**src/rtl/led_display_row_driver.sv**
```systemverilog
// ---------------------------------------------------------------------------
// led_display_row_driver
//
// Drives one row pair of a HUB75-style LED panel. A 64-column row is
// captured into a pending buffer, moved into a shift register, clocked out
// column by column, then the panel is blanked, latched and enabled for a
// fixed on-time. The pending buffer accepts the next row at any time, so
// rows can be streamed back to back with a single idle cycle between them.
//
// Ports
//   clk_in          system clock, rising edge
//   reset_in        asynchronous active-high reset
//   row_in          64 columns x {r0,g0,b0,r1,g1,b1}, column c at [383-6c -: 6]
//   row_valid_in    row_in / row_address_in valid
//   row_address_in  panel row-pair index for row_in
//   row_ready_out   pending buffer empty, a row can be accepted
//   hub_rgb0_out    upper-half {r,g,b}
//   hub_rgb1_out    lower-half {r,g,b}
//   hub_addr_out    panel row address
//   hub_clk_out     panel shift clock
//   hub_lat_out     panel latch, active-high
//   hub_oe_n_out    panel output enable, active-low
//
// state       | meaning
// ------------+-------------------------------------------------------------
// SS_IDLE     | wait for a pending row, move it into the shift register
// SS_SHIFT    | clock 64 columns out (low phase, then high phase)
// SS_BLANK    | output disabled, new address presented
// SS_LATCH    | latch pulse, output still disabled
// SS_DISPLAY  | output enabled for the on-time
// ---------------------------------------------------------------------------
module led_display_row_driver #(
    parameter int CLK_DIV      = 2,
    parameter int BLANK_CYCLES = 4,
    parameter int LATCH_CYCLES = 2,
    parameter int ON_CYCLES    = 256
) (
    input  logic         clk_in,
    input  logic         reset_in,
    input  logic [383:0] row_in,
    input  logic         row_valid_in,
    input  logic [3:0]   row_address_in,
    output logic         row_ready_out,
    output logic [2:0]   hub_rgb0_out,
    output logic [2:0]   hub_rgb1_out,
    output logic [3:0]   hub_addr_out,
    output logic         hub_clk_out,
    output logic         hub_lat_out,
    output logic         hub_oe_n_out
);

    localparam int MAX_A = (CLK_DIV > BLANK_CYCLES) ? CLK_DIV : BLANK_CYCLES;
    localparam int MAX_B = (LATCH_CYCLES > ON_CYCLES) ? LATCH_CYCLES : ON_CYCLES;
    localparam int MAX_C = (MAX_A > MAX_B) ? MAX_A : MAX_B;
    localparam int TW    = (MAX_C > 1) ? $clog2(MAX_C) : 1;

    // One shared down-counter; each phase loads (length - 1) and advances at 0.
    localparam logic [TW-1:0] DIV_LD   = TW'(CLK_DIV - 1);
    localparam logic [TW-1:0] BLANK_LD = TW'(BLANK_CYCLES - 1);
    localparam logic [TW-1:0] LATCH_LD = TW'(LATCH_CYCLES - 1);
    localparam logic [TW-1:0] ON_LD    = TW'(ON_CYCLES - 1);

    typedef enum logic [2:0] {
        SS_IDLE,
        SS_SHIFT,
        SS_BLANK,
        SS_LATCH,
        SS_DISPLAY
    } state_t;

    state_t         state_q, state_d;
    logic           pend_full_q, pend_full_d;
    logic [383:0]   pend_row_q, pend_row_d;
    logic [3:0]     pend_addr_q, pend_addr_d;
    logic           ready_q, ready_d;
    logic [383:0]   shift_q, shift_d;
    logic [3:0]     shift_addr_q, shift_addr_d;
    logic [3:0]     addr_q, addr_d;
    logic [5:0]     col_q, col_d;
    logic           phase_q, phase_d;
    logic [TW-1:0]  timer_q, timer_d;

    always_ff @(posedge clk_in or posedge reset_in) begin
        if (reset_in) begin
            state_q      <= SS_IDLE;
            pend_full_q  <= 1'b0;
            pend_row_q   <= '0;
            pend_addr_q  <= '0;
            ready_q      <= 1'b1;
            shift_q      <= '0;
            shift_addr_q <= '0;
            addr_q       <= '0;
            col_q        <= '0;
            phase_q      <= 1'b0;
            timer_q      <= '0;
        end else begin
            state_q      <= state_d;
            pend_full_q  <= pend_full_d;
            pend_row_q   <= pend_row_d;
            pend_addr_q  <= pend_addr_d;
            ready_q      <= ready_d;
            shift_q      <= shift_d;
            shift_addr_q <= shift_addr_d;
            addr_q       <= addr_d;
            col_q        <= col_d;
            phase_q      <= phase_d;
            timer_q      <= timer_d;
        end
    end

    always_comb begin
        state_d      = state_q;
        pend_full_d  = pend_full_q;
        pend_row_d   = pend_row_q;
        pend_addr_d  = pend_addr_q;
        shift_d      = shift_q;
        shift_addr_d = shift_addr_q;
        addr_d       = addr_q;
        col_d        = col_q;
        phase_d      = phase_q;
        timer_d      = timer_q;

        // ready_q mirrors !pend_full_q, so a capture never collides with the
        // IDLE move below (the move only happens while the buffer is full).
        if (row_valid_in && ready_q) begin
            pend_full_d = 1'b1;
            pend_row_d  = row_in;
            pend_addr_d = row_address_in;
        end

        case (state_q)
            SS_IDLE: begin
                if (pend_full_q) begin
                    shift_d      = pend_row_q;
                    shift_addr_d = pend_addr_q;
                    pend_full_d  = 1'b0;
                    col_d        = '0;
                    phase_d      = 1'b0;
                    timer_d      = DIV_LD;
                    state_d      = SS_SHIFT;
                end
            end
            SS_SHIFT: begin
                if (timer_q != '0) begin
                    timer_d = timer_q - TW'(1);
                end else if (!phase_q) begin
                    phase_d = 1'b1;
                    timer_d = DIV_LD;
                end else if (col_q == 6'd63) begin
                    // Last column stays on the rgb pins while blanked.
                    phase_d = 1'b0;
                    timer_d = BLANK_LD;
                    addr_d  = shift_addr_q;
                    state_d = SS_BLANK;
                end else begin
                    col_d   = col_q + 6'd1;
                    phase_d = 1'b0;
                    timer_d = DIV_LD;
                    shift_d = {shift_q[377:0], 6'b0};
                end
            end
            SS_BLANK: begin
                if (timer_q != '0) begin
                    timer_d = timer_q - TW'(1);
                end else begin
                    timer_d = LATCH_LD;
                    state_d = SS_LATCH;
                end
            end
            SS_LATCH: begin
                if (timer_q != '0) begin
                    timer_d = timer_q - TW'(1);
                end else begin
                    timer_d = ON_LD;
                    state_d = SS_DISPLAY;
                end
            end
            SS_DISPLAY: begin
                if (timer_q != '0) begin
                    timer_d = timer_q - TW'(1);
                end else begin
                    state_d = SS_IDLE;
                end
            end
            default: begin
                state_d = SS_IDLE;
            end
        endcase

        ready_d = ~pend_full_d;
    end

    assign row_ready_out = ready_q;
    assign hub_rgb0_out  = shift_q[383:381];
    assign hub_rgb1_out  = shift_q[380:378];
    assign hub_addr_out  = addr_q;
    assign hub_clk_out   = (state_q == SS_SHIFT) && phase_q;
    assign hub_lat_out   = (state_q == SS_LATCH);
    assign hub_oe_n_out  = (state_q != SS_DISPLAY);

endmodule
```
**config.mk**
```make
export PLATFORM = sky130hd
export DESIGN_NAME = led_display_row_driver
export DESIGN_NICKNAME = d
export VERILOG_FILES = /design/src/rtl/led_display_row_driver.sv
export SDC_FILE = /design/constraint.sdc
export NUM_CORES = 2
export LEC_CHECK = 0
export BUFFER_PORTS_ARGS = -buffer_cell sky130_fd_sc_hd__buf_2
export CAP_MARGIN = 0
export CORE_AREA = 5 5 313 284
export DETAILED_ROUTE_END_ITERATION = 16
export DIE_AREA = 0 0 318 289
export MAX_ROUTING_LAYER = met4
export PLACE_DENSITY = 0.68
export SLEW_MARGIN = 20
export SYNTH_ARGS = -nofsm -noshare
export SYNTH_HDL_FRONTEND = slang
export SYNTH_SLANG_ARGS = --single-unit
```
**constraint.sdc**
```tcl
create_clock -name clk_in -period 60.8 [get_ports clk_in]
set_input_delay 15.2 -clock clk_in [delete_from_list [all_inputs] [get_ports clk_in]]
set_output_delay 15.2 -clock clk_in [all_outputs]
set_load 0.01 [all_outputs]
```
==> metrics.txt <==
DR vias=24552; crit end category=asynchronous set/reset pin; cells traversed along the worst timing path=buf_2 > inv_8 > buf_4 > buf_4 > buf_4 > buf_4; # placed instances=about 4300; fraction of layout cells with a size suffix above 1=between 30% and 40%; Synth top cells by count=799 x dfrtp_1, 603 x nand2_1, 389 x mux2_2; worst vdd rail ir drop=0.0251 mV; post-CTS setup-driven buffer insertion count=0; Nets=approximately 3700; maximum number of pins on one net before global-route repair=217; Area contributors post-synth=dfrtp_1 59%, mux2_2 13%, nand2_1 6.7%; Die ar.=91900 sq um; setup repair after global routing missed its margin=false; share of flip-flops with an asynchronous set or reset=100%; compound-cell area share of the yosys netlist=13.5%; Area growth, synth to finish=16.5%; Syn. warnings=0; post-route insts no fill=4525; number of cells produced by synthesis=3032; Die Y-Extent=289 um; crit path from=reset_in; insertion delay of the later-clocked pin in the worst-skew pair=around 0.63 ns; main combinational cell family by area after synthesis=compound AO/OA/AOI/OAI gates; GP Congestion=0.765; startpoint of the worst hold path=pend_addr_q[1]$_DFFE_PP0P_; min-delay worst type=register to register; Mapped Avg Cell Area=11.1 sq um; number of buffers inserted for hold repair after clock tree synthesis=0; Synth area leader=dfrtp_1; count of boundary I/O pins=405; clock buffer count from CTS=85; most repeated library cell on the critical path=buf_4; TritonCTS clock tree=yes; count of input and output buffers=404; critical path buffer and inverter count=6; number of global-route vias before repair=24583; Slowest Stage Delay on Critical Path=0.86 ns; Max H-tree Level=3; # clock sinks=800; number of gates resized after CTS=0; CP required=61.42 ns; Initial DRT Pass Iterations=5; post-CTS clock slew at the launch and capture registers of the worst setup and hold paths=around 0.060 ns; post-synthesis instance area=33800 sq um; count of final hold-check violations=0; final number of setup-violating endpoints=0; portion of the post-synthesis area used by sequential elements=59.3%; min cycle time layout=18.62 ns; worst path arrival time=19.25 ns; cell area power density=49.2 nW/um^2; DRC violation count after routing=0; result of the run=completed; antenna violations before repair=26; global-route usage over all layers=19.3%; Static Leak=roughly 17 nW; synthesized netlist net count=3426; Final Skew=0.0223 ns; fraction of synthesized cell area in xor and xnor cells=0%; Peak Freq=53.7 MHz; multiplexer share of the synthesized area=between 10% and 20%; Adder-Cell Fraction of Synth Area=0.111%; share of the cycle needed by the critical path after routing=30.6%; gate family responsible for the most delay along the worst path=buffers and inverters; EDFF count, synth=0; Distinct cells, synth=56; maximum count of clock buffers along a single path=3; Primary FF master, synth=dfrtp_1; worst rel slew slack=12.4%; element type at the critical path start=primary input; Worst Max-Slew Pin Slew=1.31 ns; CTS root buf=clkbuf_16; row count=102; area of the placeable core=85400 sq um; number of synthesized register bits=800; Antenna Nets Post-Route=0; detailed-route wire length per cell=19.7 um; CP max FO=114; simple-gate area share of the yosys netlist=10.2%; standard cell area after detailed placement=approximately 36000 sq um; die width=318 um; Yosys top cell area share=59.2%; GR Overflow Total=0; Via-to-Cell Ratio=5.43; path type of the worst setup path=primary input to asynchronous set/reset pin; total of max-cap violations=0; starting utilization of the core area=39.6%; Final Max Tran Viols=0; most used standard cell by instance count after synthesis=dfrtp_1; first-iteration detailed-routing DRC count=2138; drt total wl=89300 um; master of the slowest instance on the critical path=buf_4; estimated wirelength of the detail-placed design=53800 um; wire length of the first global-routing pass=141000 um; setup TNS after final layout=0 ns; Critical R2R Launch=state_q[0]$_DFFE_PP0P_; post-route design area=39300 sq um
==> area by class of cell <==
cell class	instances	area, sq um
Fill cell	7863	46000
Sequential cell	800	20000
Multi-Input combinational cell	1955	12600
Clock buffer	126	2550
Timing Repair Buffer	440	2350
Tap cell	1144	1430
Clock inverter	28	310
Antenna cell	23	57.6
Inverter	9	41.3
==> state kept, by name, summed over array words and instances, names as in the netlist <==
name,count
col_q,6
hub_addr_out,4
pend_addr_q,4
pend_full_q,1
pend_row_q,384
phase_q,1
row_ready_out,1
shift_addr_q,4
shift_q,384
state_q,3
timer_q,8
==> kinds of logic (layout without fill, tap and decap cells) <==
family | after synthesis | after routing
AND/OR/NAND/NOR | 845 | 845
AO/OA/AOI/OAI | 709 | 709
multiplexers | 398 | 398
flip-flops | 800 | 800
buffers and inverters | 277 | 603
other | 0 | 23
adder cells (fa/ha/maj) | 3 | 3
==> layout by cell type (no fill, tap or decap), types with 5 or more instances in the layout <==
master and instances:
inv_1 8, bufinv_16 5, clkbuf_1 16, buf_2 404, nand2_1 603, clkinv_2 14
buf_4 31, a22o_1 7, nand3_1 95, clkbuf_8 23, nand2b_1 6, clkbuf_16 87
diode_2 23, and3_1 6, nor2_1 101, mux2_2 389, mux2i_1 5, a21oi_1 294
o221a_2 88, o21ai_0 8, dfrtp_1 799, a31oi_1 292
==> through the flow <==
stage	hold slack, ns	util (%)	setup slack [ns]	power [mW]
2_1_floorplan	0.435	-	23.14	1.28
3_3_place_gp	0.446	42.6	41.32	1.39
3_5_place_dp	0.451	42.6	41.30	1.41
4_1_cts	0.463	46.0	42.00	1.95
5_1_grt	0.484	46.1	41.41	2.06
6_report	0.463	46.1	42.18	1.93
==> final timing paths <==
path,endpoint,slack [ns],depth (start not counted)
setup / recovery,pend_row_q[94]$_DFFE_PP0P_,42.18,6
hold / removal,shift_addr_q[1]$_DFFE_PP0P_,0.46,2
setup reg to reg,shift_q[261]$_DFFE_PP0P_,56.06,7
hold reg to reg,shift_addr_q[1]$_DFFE_PP0P_,0.46,2
max in group clk_in,pend_row_q[159]$_DFFE_PP0P_,42.27,6
min in group asynchronous,pend_row_q[341]$_DFFE_PP0P_,14.70,2
==> where the power goes <==
group | switching, mW | leakage [nW] | internal [mW] | total [mW]
Clock | 0.217 | 1.41 | 0.312 | 0.529
Combinational | 0.219 | 6.01 | 0.236 | 0.455
Sequential | 0.154 | 9.59 | 0.796 | 0.951
Total | 0.590 | 17.0 | 1.34 | 1.93
==> layer usage <==
metal  part of all wire (%)  GRT usage [%]  vias to the layer above
li1                       -              -                    11350
met1                     45           26.4                    12475
met2                     48           29.6                      604
met3                    5.3           3.61                      123
met4                    2.4           5.84                        0
met5                      0              -                        -
==> worst reg2reg max path, delay by kind of cell, from the launching register on <==
family	cells	cell delay, ns
and+or+nand+nor	2	1.08
AOI/OAI and AO/OA	2	0.60
buffers and inverters	3	2.27
DFF	1	0.60
(Power assumes the default switching activity.)
